[src/rtl/dcap_pkg.sv]
// ============================================================================
// Module : dcap_pkg
// Brief  : Shared types for the dcap_bank capture register bank.
// Rev    : 1.0  initial release
// ============================================================================
`default_nettype none

package dcap_pkg;

    typedef enum logic [1:0] {
        MODE_HOLD  = 2'd0,
        MODE_LOAD  = 2'd1,
        MODE_SHIFT = 2'd2,
        MODE_CLEAR = 2'd3
    } mode_t;

    typedef enum logic [1:0] {
        ST_IDLE  = 2'd0,
        ST_ARMED = 2'd1,
        ST_VALID = 2'd2
    } snap_state_t;

endpackage : dcap_pkg

`default_nettype wire

[src/rtl/dcap_channel.sv]
// ============================================================================
// Module : dcap_channel
// Brief  : One WIDTH-bit capture channel with enable and four update modes.
// Rev    : 1.0  initial release
// ============================================================================
`default_nettype none

module dcap_channel
    import dcap_pkg::*;
#(
    parameter int WIDTH = 8
) (
    input  logic             clk,
    input  logic             rst,
    input  logic             en,
    input  mode_t            mode,
    input  logic [WIDTH-1:0] d,
    input  logic [WIDTH-1:0] shift_in,
    output logic [WIDTH-1:0] q
);

    logic [WIDTH-1:0] r_q;

    always_ff @(posedge clk) begin
        if (rst) begin
            r_q <= '0;
        end else if (en) begin
            case (mode)
                MODE_LOAD:  r_q <= d;
                MODE_SHIFT: r_q <= shift_in;
                MODE_CLEAR: r_q <= '0;
                default:    r_q <= r_q;
            endcase
        end
    end

    assign q = r_q;

endmodule : dcap_channel

`default_nettype wire

[src/rtl/dcap_bank.sv]
// ============================================================================
// Module : dcap_bank
// Brief  : NCH-channel capture bank with handshaked snapshot unit.
//          Optional per-channel parity output under DCAP_PARITY_EN.
// Rev    : 1.0  initial release
// ============================================================================
`default_nettype none

module dcap_bank
    import dcap_pkg::*;
#(
    parameter int WIDTH = 8,
    parameter int NCH   = 4
) (
    input  logic                 clk,
    input  logic                 rst,
    input  logic [1:0]           mode,
    input  logic [NCH-1:0]       en,
    input  logic [NCH*WIDTH-1:0] d,
    output logic [NCH*WIDTH-1:0] q,
    input  logic                 snap_req,
    input  logic                 trig,
    input  logic                 snap_ack,
    output logic [NCH*WIDTH-1:0] snap,
`ifdef DCAP_PARITY_EN
    output logic [NCH-1:0]       par,
`endif
    output logic                 snap_valid,
    output logic                 busy
);

    mode_t                w_mode;
    logic [NCH*WIDTH-1:0] w_q;

    assign w_mode = mode_t'(mode);

    // Each channel shifts from its lower neighbour's pre-edge value;
    // channel 0 takes its own d slice.
    generate
        for (genvar i = 0; i < NCH; i++) begin : g_chan
            logic [WIDTH-1:0] w_shift_in;
            if (i == 0) begin : g_head
                assign w_shift_in = d[0 +: WIDTH];
            end else begin : g_link
                assign w_shift_in = w_q[(i-1)*WIDTH +: WIDTH];
            end

            dcap_channel #(
                .WIDTH (WIDTH)
            ) u_chan (
                .clk      (clk),
                .rst      (rst),
                .en       (en[i]),
                .mode     (w_mode),
                .d        (d[i*WIDTH +: WIDTH]),
                .shift_in (w_shift_in),
                .q        (w_q[i*WIDTH +: WIDTH])
            );
        end
    endgenerate

    assign q = w_q;

    snap_state_t          r_state;
    snap_state_t          w_state_nxt;
    logic                 w_capture;
    logic [NCH*WIDTH-1:0] r_snap;

    always_ff @(posedge clk) begin
        if (rst) begin
            r_state <= ST_IDLE;
        end else begin
            r_state <= w_state_nxt;
        end
    end

    always_comb begin
        w_state_nxt = r_state;
        case (r_state)
            ST_IDLE:  if (snap_req) w_state_nxt = ST_ARMED;
            ST_ARMED: if (trig)     w_state_nxt = ST_VALID;
            ST_VALID: if (snap_ack) w_state_nxt = ST_IDLE;
            default:                w_state_nxt = ST_IDLE;
        endcase
    end

    always_comb begin
        busy       = (r_state != ST_IDLE);
        snap_valid = (r_state == ST_VALID);
        w_capture  = (r_state == ST_ARMED) && trig;
    end

    // Snapshot keeps its value across the ack until the next capture.
    always_ff @(posedge clk) begin
        if (rst) begin
            r_snap <= '0;
        end else if (w_capture) begin
            r_snap <= w_q;
        end
    end

    assign snap = r_snap;

`ifdef DCAP_PARITY_EN
    logic [NCH-1:0] w_par;

    generate
        for (genvar p = 0; p < NCH; p++) begin : g_par
            assign w_par[p] = ^w_q[p*WIDTH +: WIDTH];
        end
    endgenerate

    assign par = rst ? '0 : w_par;
`endif

endmodule : dcap_bank

`default_nettype wire

[config.mk]
export PLATFORM = sky130hd
export DESIGN_NAME = dcap_bank
export DESIGN_NICKNAME = d
export VERILOG_FILES = /design/src/rtl/dcap_pkg.sv /design/src/rtl/dcap_channel.sv /design/src/rtl/dcap_bank.sv
export SDC_FILE = /design/constraint.sdc
export NUM_CORES = 1
export LEC_CHECK = 0
export BUFFER_PORTS_ARGS = -buffer_cell sky130_fd_sc_hd__buf_2
export CAP_MARGIN = 15
export CORE_MARGIN = 4
export CORE_UTILIZATION = 43
export DETAILED_ROUTE_END_ITERATION = 16
export GPL_ROUTABILITY_DRIVEN = 0
export PLACE_DENSITY = 0.75
export SLEW_MARGIN = 20
export SYNTH_ARGS = -nofsm -noshare
export SYNTH_HDL_FRONTEND = slang
export SYNTH_SLANG_ARGS = --single-unit
[constraint.sdc]
create_clock -name clk -period 1 [get_ports clk]
set_input_delay 0.15 -clock clk [delete_from_list [all_inputs] [get_ports clk]]
set_output_delay 0.15 -clock clk [all_outputs]
set_load 0.02 [all_outputs]
# [After elaboration in Yosys (flattened, before gate mapping)]
# Cells that the tools add are included.
[word_totals] regBits=66 output_inout_bits=66 word_cells=33
[classes] n_eq_ne=8 muxes=8 n_reduce_logical=11
[op_table] operator="$pmux 8 s3" count=3
[op_table] operator="$pmux 8 s2" count=1
[op_table] operator="$reduce_and 2->1" count=4
[op_table] operator="$eq 2x2->1 const B" count=3
[op_table] operator="$mux 2" count=3
[op_table] operator="$ne 2x2->1 const B" count=3
[op_table] operator="$pmux 2 s3" count=1
[op_table] operator="$eq 2x1->1 const B" count=2
[op_table] operator="$reduce_bool 2->1" count=2
[op_table] operator="$reduce_and 3->1" count=1
[op_table] operator="$reduce_bool 3->1" count=1
[op_table] operator="$logic_not 2->1" count=1
[op_table] operator="$reduce_or 2->1" count=1
[op_table] operator="$logic_and 1x1->1" count=1

# [Depth between registers and ports, before layout]
# Gate-level depths: netlist of the first run.
[logic_depth] depth_word=4 depth_mapped=5 mapped_depth_nobuf=3

# [By module]
# Synthesis of the first run repeated with hierarchy kept, for this count alone.
[hier_totals] cells_unflattened=365 hier_area_um2=3470.8
[modules_own_cells] module="dcap_channel" instances=4 cells_each=54 area_each_um2=478.0
[modules_own_cells] module="dcap_bank" instances=1 cells_each=149 area_each_um2=1559.0

# [Least setup slack after synthesis of the first run]
# Ideal clock, no wire load.
[synth_path] kind="register to register" start="reg r_state[1]" end="reg r_snap[29] (netlist: snap[29])" t_arrival_ns=0.996 required_ns=0.929 path_slack_ns=-0.066 stages_incl_launch_ff=5 path_buffers=1 path_cell_list="dfxtp_1 > nand3b_1 > clkbuf_1 > nand2_1 > a21oi_1"
[synth_between] elab_chain_cells=2
[synth_rtl] element="start: declaration" line_no="dcap_bank.sv:64" rtl="snap_state_t r_state;"
[synth_rtl] element="start signal: assignment" line_no="dcap_bank.sv:73" rtl="r_state <= w_state_nxt;"
[synth_rtl] element="$eq 2x1->1" line_no="dcap_bank.sv:90" rtl="w_capture = (r_state == ST_ARMED) && trig;"
[synth_rtl] element="$logic_and 1x1->1" line_no="dcap_bank.sv:90"
[synth_rtl] element="end signal: assignment" line_no="dcap_bank.sv:98" rtl="r_snap <= w_q;"
[synth_rtl] element="end: declaration" line_no="dcap_bank.sv:67" rtl="logic [NCH*WIDTH-1:0] r_snap;"
# Every way passes these cells.
# A chain may end at the register's enable or synchronous reset.

# [Worst setup path after layout of the first run]
[layout_path] start="reg r_state[1]" end="reg r_snap[9] (netlist: snap[9])"
# Same word-level chain as after synthesis.

==> out/results.txt, run 1 <==
Cells taking the most area after synthesis: dfxtp_1 48%, nand2b_1 11%, nand2_1 9.1%
Vias in the first global route: 2,881
Final Cell Area: 0.00453 mm2
Tcrit/Tclk final: 1.31
Post-synth top area share: 0.476
Final hold vios: 0
Cells after Synth: 320
TritonRoute pass-1 iters: 5
H-Tree Depth: 3
Clk_skew: 0.0111 ns
Initial Util: 0.440
Site Rows: 29
Synth Flop Type: dfxtp_1
PortBufs: 108
Clock Latency Late Sink: 0.34 ns
Residual DRC count: 0
Metal2 WL: 4960 um
PwrDens: 1450 mW/mm2
Post-synthesis cell type count: 27
CTS Buf Count: 9
Crit Path Category: reg -> reg
Clk slew on worst S/H paths: 0.08 ns
DRT antenna net count: 0
Final Max Slew Viols: 0
Arr. time, crit path: 1.57 ns
Syn_area_per_cell: 8.68 um2
Slew headroom: 0.600
All-layer global routing usage: 0.241
Die height: 88.4 um
Max Cap Viol: 0
Outcome: complete, but fails checks
Hold buffer count at cts: 0
Post-synthesis async set-or-reset flop share: 0
Remaining Overflow, GRT: 0
Fmax: 763 MHz
Synth warn: 0
Root Driver: clkbuf_8
Seq cells post-synth: 66
Iter 0 DRT Violations: 287
Largest net degree at the start of global routing: 34
Met1 wire length: 4040 um
Clock buffer depth: 2
Synth-to-Final Area Change: 62.9%
Failing checks: negative setup slack
Final hold slack: 0.0681 ns
Min-delay worst type: in -> reg
Seq/Total Area, Yosys: 0.476
Post-synth EDFFs: 0
Vias per cell: 5.63
Synth cell count leaders: 67 x nand2_1, 66 x dfxtp_1, 47 x nand2b_1
Nets: 516
Crit-path slowest cell: dfxtp_2
Most numerous cell in the Yosys netlist: nand2_1
Num ports: 109
Peak VDD IR: 0.000915 V
Unrepaired setup endpoints after global routing: yes
Minimum clock period: 1.31 ns
Core Region: 0.00631 mm2
Drt wl/cell: 18.1 um
Worst path required time: 1.26 ns
Estimated wirelength of the detail-placed design: 5740 um
Via total after detailed routing: 3,128
CP Cell Sequence: buf_4, and3b_2, buf_6, nand2_1, a21oi_2
CP delay by family, top: simple AND/OR/NAND/NOR gates
CP max stage delay: 0.32 ns
Leakage power: 1.96 nW
Die area: 0.00781 mm2
Clock Sinks: 66
CTS tree: yes
Startpoint type of the worst setup path: register
Synth Cell Area: 0.00278 mm2
Crit path buffers/inverters: 2
Max Used Layer: met4
Crit. End Element: register
Routed wl met3: 780 um
First-pass GRT wire length: 14,300 um
Placement-stage cell area: 0.00347 mm2
Least-Margin Pin Slew: 0.596 ns
Endpoints failing setup: 36
Layout cells sized above 1: 0.569
CP max FO: 8
Final Worst Setup Slack: -0.311 ns
Initial antenna violation count: 0
Cell taking the most area after synthesis: dfxtp_1
Drt total wl: 10,100 um
Die width: 88.4 um
Synth Net Count: 363
-- final cells by class --
type | count | area [um2]
clock inverters | 4 | 50.0
flip-flops and latches | 66 | 1410
repair buffers | 168 | 1370
well taps | 77 | 96.3
fillers | 464 | 1790
clock buffers | 12 | 155
multi-input cells | 227 | 1440
inverters | 1 | 3.75
diodes | 1 | 2.50
-- sequential cells by signal, summed over array words and instances (netlist names) --
| signal | flops |
|---|---|
| snap | 32 |
| r_state | 2 |
| g_chan.u_chan.q | 32 |
-- metal layers --
layer	up-vias	global-route usage
li1	1411	-
met2	194	0.380
met5	-	0
met4	0	0.0934
met1	1495	0.311
met3	28	0.0717
-- cell usage in the layout (no fill, tap or decap) --
master and instances:
o21ba_4 1, clkinvlp_4 2, dfxtp_4 5, and2_2 1, nand2_4 8, o22ai_1 2
buf_2 42, nand2b_4 1, nand2b_1 46, buf_6 54, and2_1 1, nor3_1 1
nand2_2 3, xor2_2 1, clkbuf_1 1, o21ai_1 1, diode_2 1, and3b_2 1
a222oi_1 22, inv_1 1, dfxtp_1 7, clkinv_2 1, nand2_1 58, nor2_1 8
nand3b_1 1, bufinv_16 1, nor2b_1 24, buf_4 71, clkbuf_8 11, mux2i_1 1
a32oi_1 8, a21oi_1 23, buf_12 1, or2_4 1, nor2b_2 1, a21oi_2 12
and2_0 1, dfxtp_2 54
-- power by group --
| group | internal [W] | switching (W) |
|---|---|---|
| combinational | 0.000649 | 0.000659 |
| sequential | 0.00277 | 0.000106 |
| clock | 0.00129 | 0.00107 |
-- worst min-delay path, delay by kind of cell --
family,cells,cell delay (ns)
buffers and inverters,1,0.08
AO/OA/AOI/OAI,1,0.08
AND/OR/NAND/NOR,1,0.07
-- worst paths after layout --
path | start | end | slack [ns] | cells after the start
max | r_state[1] | snap[9] | -0.31 | 5
min reg2reg | snap[23] | snap[23] | 0.45 | 2
max reg2reg | r_state[1] | snap[9] | -0.31 | 5
min | d[2] | g_chan[0].u_chan.q[2] | 0.07 | 3
-- kinds of logic after synthesis --
kind of cell / count (synthesis) / share of synthesized area
AOI/OAI and AO/OA: 69 / 0.180
xor gates and xnor gates: 1 / 0.00586
buffers and inverters: 27 / 0.0464
DFF: 66 / 0.476
muxes: 1 / 0.00360
and+or+nand+nor: 156 / 0.289
-- repair_timing --
| action | 4_1_cts | 5_1_grt |
|---|---|---|
| cloned | 2 | 0 |
| pin swaps | 12 | 2 |
| hold endpoints to repair | 0 | 0 |
| setup buffers | 32 | 9 |
| resized for setup | 127 | 88 |
| setup endpoints to repair | 83 | 96 |
-- metrics by stage --
| step | util | cells | power [W] | worst slack, ns | TNS, ns |
|---|---|---|---|---|---|
| floorplan | - | 320 | 0.00344 | -0.00123 | -0.0315 |
| global placement | 0.549 | 499 | 0.00380 | -0.0683 | -1.43 |
| detailed placement | 0.549 | 499 | 0.00381 | -0.123 | -2.92 |
| CTS | 0.677 | 549 | 0.00641 | -0.275 | -7.61 |
| global route | 0.716 | 555 | 0.00677 | -0.335 | -9.04 |
| finish | 0.717 | 556 | 0.00654 | -0.311 | -6.70 |
(Power assumes the default switching activity.)
==> run 2, diff against run 1 <==
--- a/config.mk
+++ b/config.mk
@@ -8,10 +8,10 @@
 export BUFFER_PORTS_ARGS = -buffer_cell sky130_fd_sc_hd__buf_2
 export CAP_MARGIN = 15
 export CORE_MARGIN = 4
-export CORE_UTILIZATION = 43
+export CORE_UTILIZATION = 42
 export DETAILED_ROUTE_END_ITERATION = 16
 export GPL_ROUTABILITY_DRIVEN = 0
-export PLACE_DENSITY = 0.75
+export PLACE_DENSITY_LB_ADDON = 0.12
 export SLEW_MARGIN = 20
 export SYNTH_ARGS = -nofsm -noshare
 export SYNTH_HDL_FRONTEND = slang
==> run 2 against run 1 <==
The run still ends with negative setup slack left; count of clock-buffer cells in the layout shrank 1; clock power is 6% lower; sequential power is essentially flat; routed wire length fell by 6.7%; critical endpoint is now busy.
==> out/results.txt, run 2 (same netlist as run 1, synthesis figures left out) <==
Outcome: complete, but fails checks (unchanged)
Failing checks: negative setup slack (unchanged)
Core Region: 0.00639 mm2 (was 0.00631 mm2)
Clk slew on worst S/H paths: 0.07 ns (was 0.08 ns)
Drt wl/cell: 17.2 um (was 18.1 um)
Reg2reg setup slack: -0.11 ns (was -0.31 ns)
Synth-to-Final Area Change: 59.5% (was 62.9%)
Crit path buffers/inverters: 1 (was 2)
Power Total: 0.00634 W (was 0.00654 W)
Residual DRC count: 0 (unchanged)
Via total after detailed routing: 2,926 (was 3,128)
Crit Path Category: reg -> out (was reg -> reg)
Clk_skew: 0.00784 ns (was 0.0111 ns)
Clock Latency Late Sink: 0.34 ns (about the same)
Clock Sinks: 66 (unchanged)
Final Max Slew Viols: 0 (unchanged)
CP max stage delay: 0.34 ns (was 0.32 ns)
N_diodes: 0 (was 1)
Final Worst Setup Slack: -0.192 ns (was -0.311 ns)
Instance count on the critical path: 2 (was 5)
H-Tree Depth: 3 (unchanged)
CTS Buf Count: 9 (unchanged)
# fillers: 518 (was 464)
GR Layer Usage met2: 0.362 (was 0.380)
Die area: 0.00798 mm2 (was 0.00781 mm2)
Endpoints failing setup: 34 (was 36)
GR peak layer: met2 (unchanged)
Met1 Usage GRT: 0.318 (was 0.311)
Worst path required time: 0.85 ns (was 1.26 ns)
Worst r2r dst: snap[18] (was snap[9])
Num ports: 109 (unchanged)
Die width: 89.3 um (was 88.4 um)
Layout cells sized above 1: 0.557 (was 0.569)
Minimum clock period: 1.19 ns (was 1.31 ns)
TritonRoute pass-1 iters: 6 (was 5)
Vias in the first global route: 2,744 (was 2,881)
Tcrit/Tclk final: 1.19 (was 1.31)
Min-delay worst type: in -> reg (unchanged)
Cells on worst reg2reg path: 4 (was 5)
CP Cell Sequence: or2_4, buf_6 (was buf_4, and3b_2, buf_6, nand2_1, a21oi_2)
Startpoint type of the worst setup path: register (unchanged)
Placement-stage cell area: 0.00348 mm2 (was 0.00347 mm2)
Die height: 89.3 um (was 88.4 um)
Final Cell Area: 0.00443 mm2 (was 0.00453 mm2)
Most frequent cells in the layout: 92 x buf_4, 54 x nand2_1, 46 x nand2b_1, 44 x buf_2, 25 x dfxtp_2 (was 71 x buf_4, 58 x nand2_1, 54 x dfxtp_2, 54 x buf_6, 46 x nand2b_1)
Least-Margin Pin Slew: 0.442 ns (was 0.596 ns)
Crit path to: busy (was snap[9])
Arr. time, crit path: 1.04 ns (was 1.57 ns)
Initial antenna violation count: 0 (unchanged)
Nets: 509 (was 516)
Crit-path slowest cell: dfxtp_2 (unchanged)
Crit. End Element: output pin (was register)
Largest net degree at the start of global routing: 28 (was 34)
Root Driver: clkbuf_8 (unchanged)
DRT antenna net count: 0 (unchanged)
Initial Util: 0.435 (was 0.440)
Vias per cell: 5.36 (was 5.63)
Leakage power: 1.94 nW (was 1.96 nW)
Final non-filler cell total: 546 (was 556)
PortBufs: 108 (unchanged)
CTS tree: yes (unchanged)
Iter 0 DRT Violations: 263 (was 287)
Max Cap Viol: 0 (unchanged)
Unrepaired setup endpoints after global routing: yes (unchanged)
Crit path launch: r_state[0] (was r_state[1])
Met3 usage: 0.0396 (was 0.0717)
Peak VDD IR: 0.000826 V (was 0.000915 V)
PwrDens: 1430 mW/mm2 (was 1450 mW/mm2)
Inst Count DP: 501 (was 499)
Final hold vios: 0 (unchanged)
CP max FO: 5 (was 8)
Slew headroom: 0.705 (was 0.600)
All-layer global routing usage: 0.231 (was 0.241)
Drt total wl: 9380 um (was 10,100 um)
CP delay by family, top: flip-flops (was simple AND/OR/NAND/NOR gates)
Estimated wirelength of the detail-placed design: 6010 um (was 5740 um)
Remaining Overflow, GRT: 0 (unchanged)
First-pass GRT wire length: 13,800 um (was 14,300 um)
Most common cell after layout, fill and taps aside: buf_4 (unchanged)
Site Rows: 29 (unchanged)
Final core occ: 0.694 (was 0.717)
Clock buffer depth: 2 (unchanged)
Fmax: 839 MHz (was 763 MHz)
Worst r2r src: r_state[1] (unchanged)
run 2: cell count changes in the layout (fill, tap and decap cells not counted), sizes merged:
cell	before	now
diode	1	0
clkbuf	12	11
buf	168	161
clkinv	1	2
clkinvlp	2	0
run 2: tightest hold or removal path: stages:
cell,delay [ns]
buf_2,0.07
nand2b_1,0.09
a21oi_1,0.06
run 2: worst min path at each step:
stage / from / end / slack (ns) / depth (start not counted)
2_1_floorplan: d[31] / g_chan[3].u_chan.q[7] / 0.32 / 2
3_3_place_gp: d[4] / g_chan[0].u_chan.q[4] / 0.41 / 3
3_5_place_dp: snap_ack / r_state[1] / 0.42 / 3
4_1_cts: d[3] / g_chan[0].u_chan.q[3] / 0.06 / 3
5_1_grt: snap_ack / r_state[1] / 0.05 / 3
6_report: snap_ack / r_state[1] / 0.07 / 3
run 2: stage by stage:
stage               TNS [ns]  worst slack (ns)  hold slack, ns
CTS                    -3.98            -0.201          0.0586
global route           -5.15            -0.218          0.0547
finish                 -3.41            -0.192          0.0696
floorplan            -0.0315          -0.00123           0.320
global placement       -1.93           -0.0939           0.406
detailed placement     -3.40            -0.144           0.416
run 2: power by group:
part,switching [W],total [W],leakage [nW],internal (W)
Combinational,0.000643,0.00126,1.27,0.000615
Clock,0.000970,0.00222,0.101,0.00125
Sequential,0.000111,0.00286,0.563,0.00275
Total,0.00172,0.00634,1.94,0.00462
run 2: layout make-up:
type / instances / area, um2 / area share
flip-flops and latches: 66 / 1430 / 0.323
multi-input cells: 227 / 1480 / 0.334
repair buffers: 161 / 1230 / 0.277
inverters: 1 / 3.75 / 0.000847
well taps: 77 / 96.3 / 0.0217
clock inverters: 3 / 40.0 / 0.00903
clock buffers: 11 / 151 / 0.0342
run 2: what timing repair did:
action | 4_1_cts | 5_1_grt
gates resized for setup | 104 | 97
endpoints found under the setup margin | 73 | 81
gates cloned | 2 | 0
hold buffers | 0 | 0
pin swaps | 0 | 17
buffers inserted | 27 | 5
endpoints found under the hold margin | 0 | 0
run 2: routing by layer:
layer	part of all wire	wire length, um
met5	0	0
met1	0.45	4230
met4	0.013	123
met2	0.47	4410
met3	0.066	615
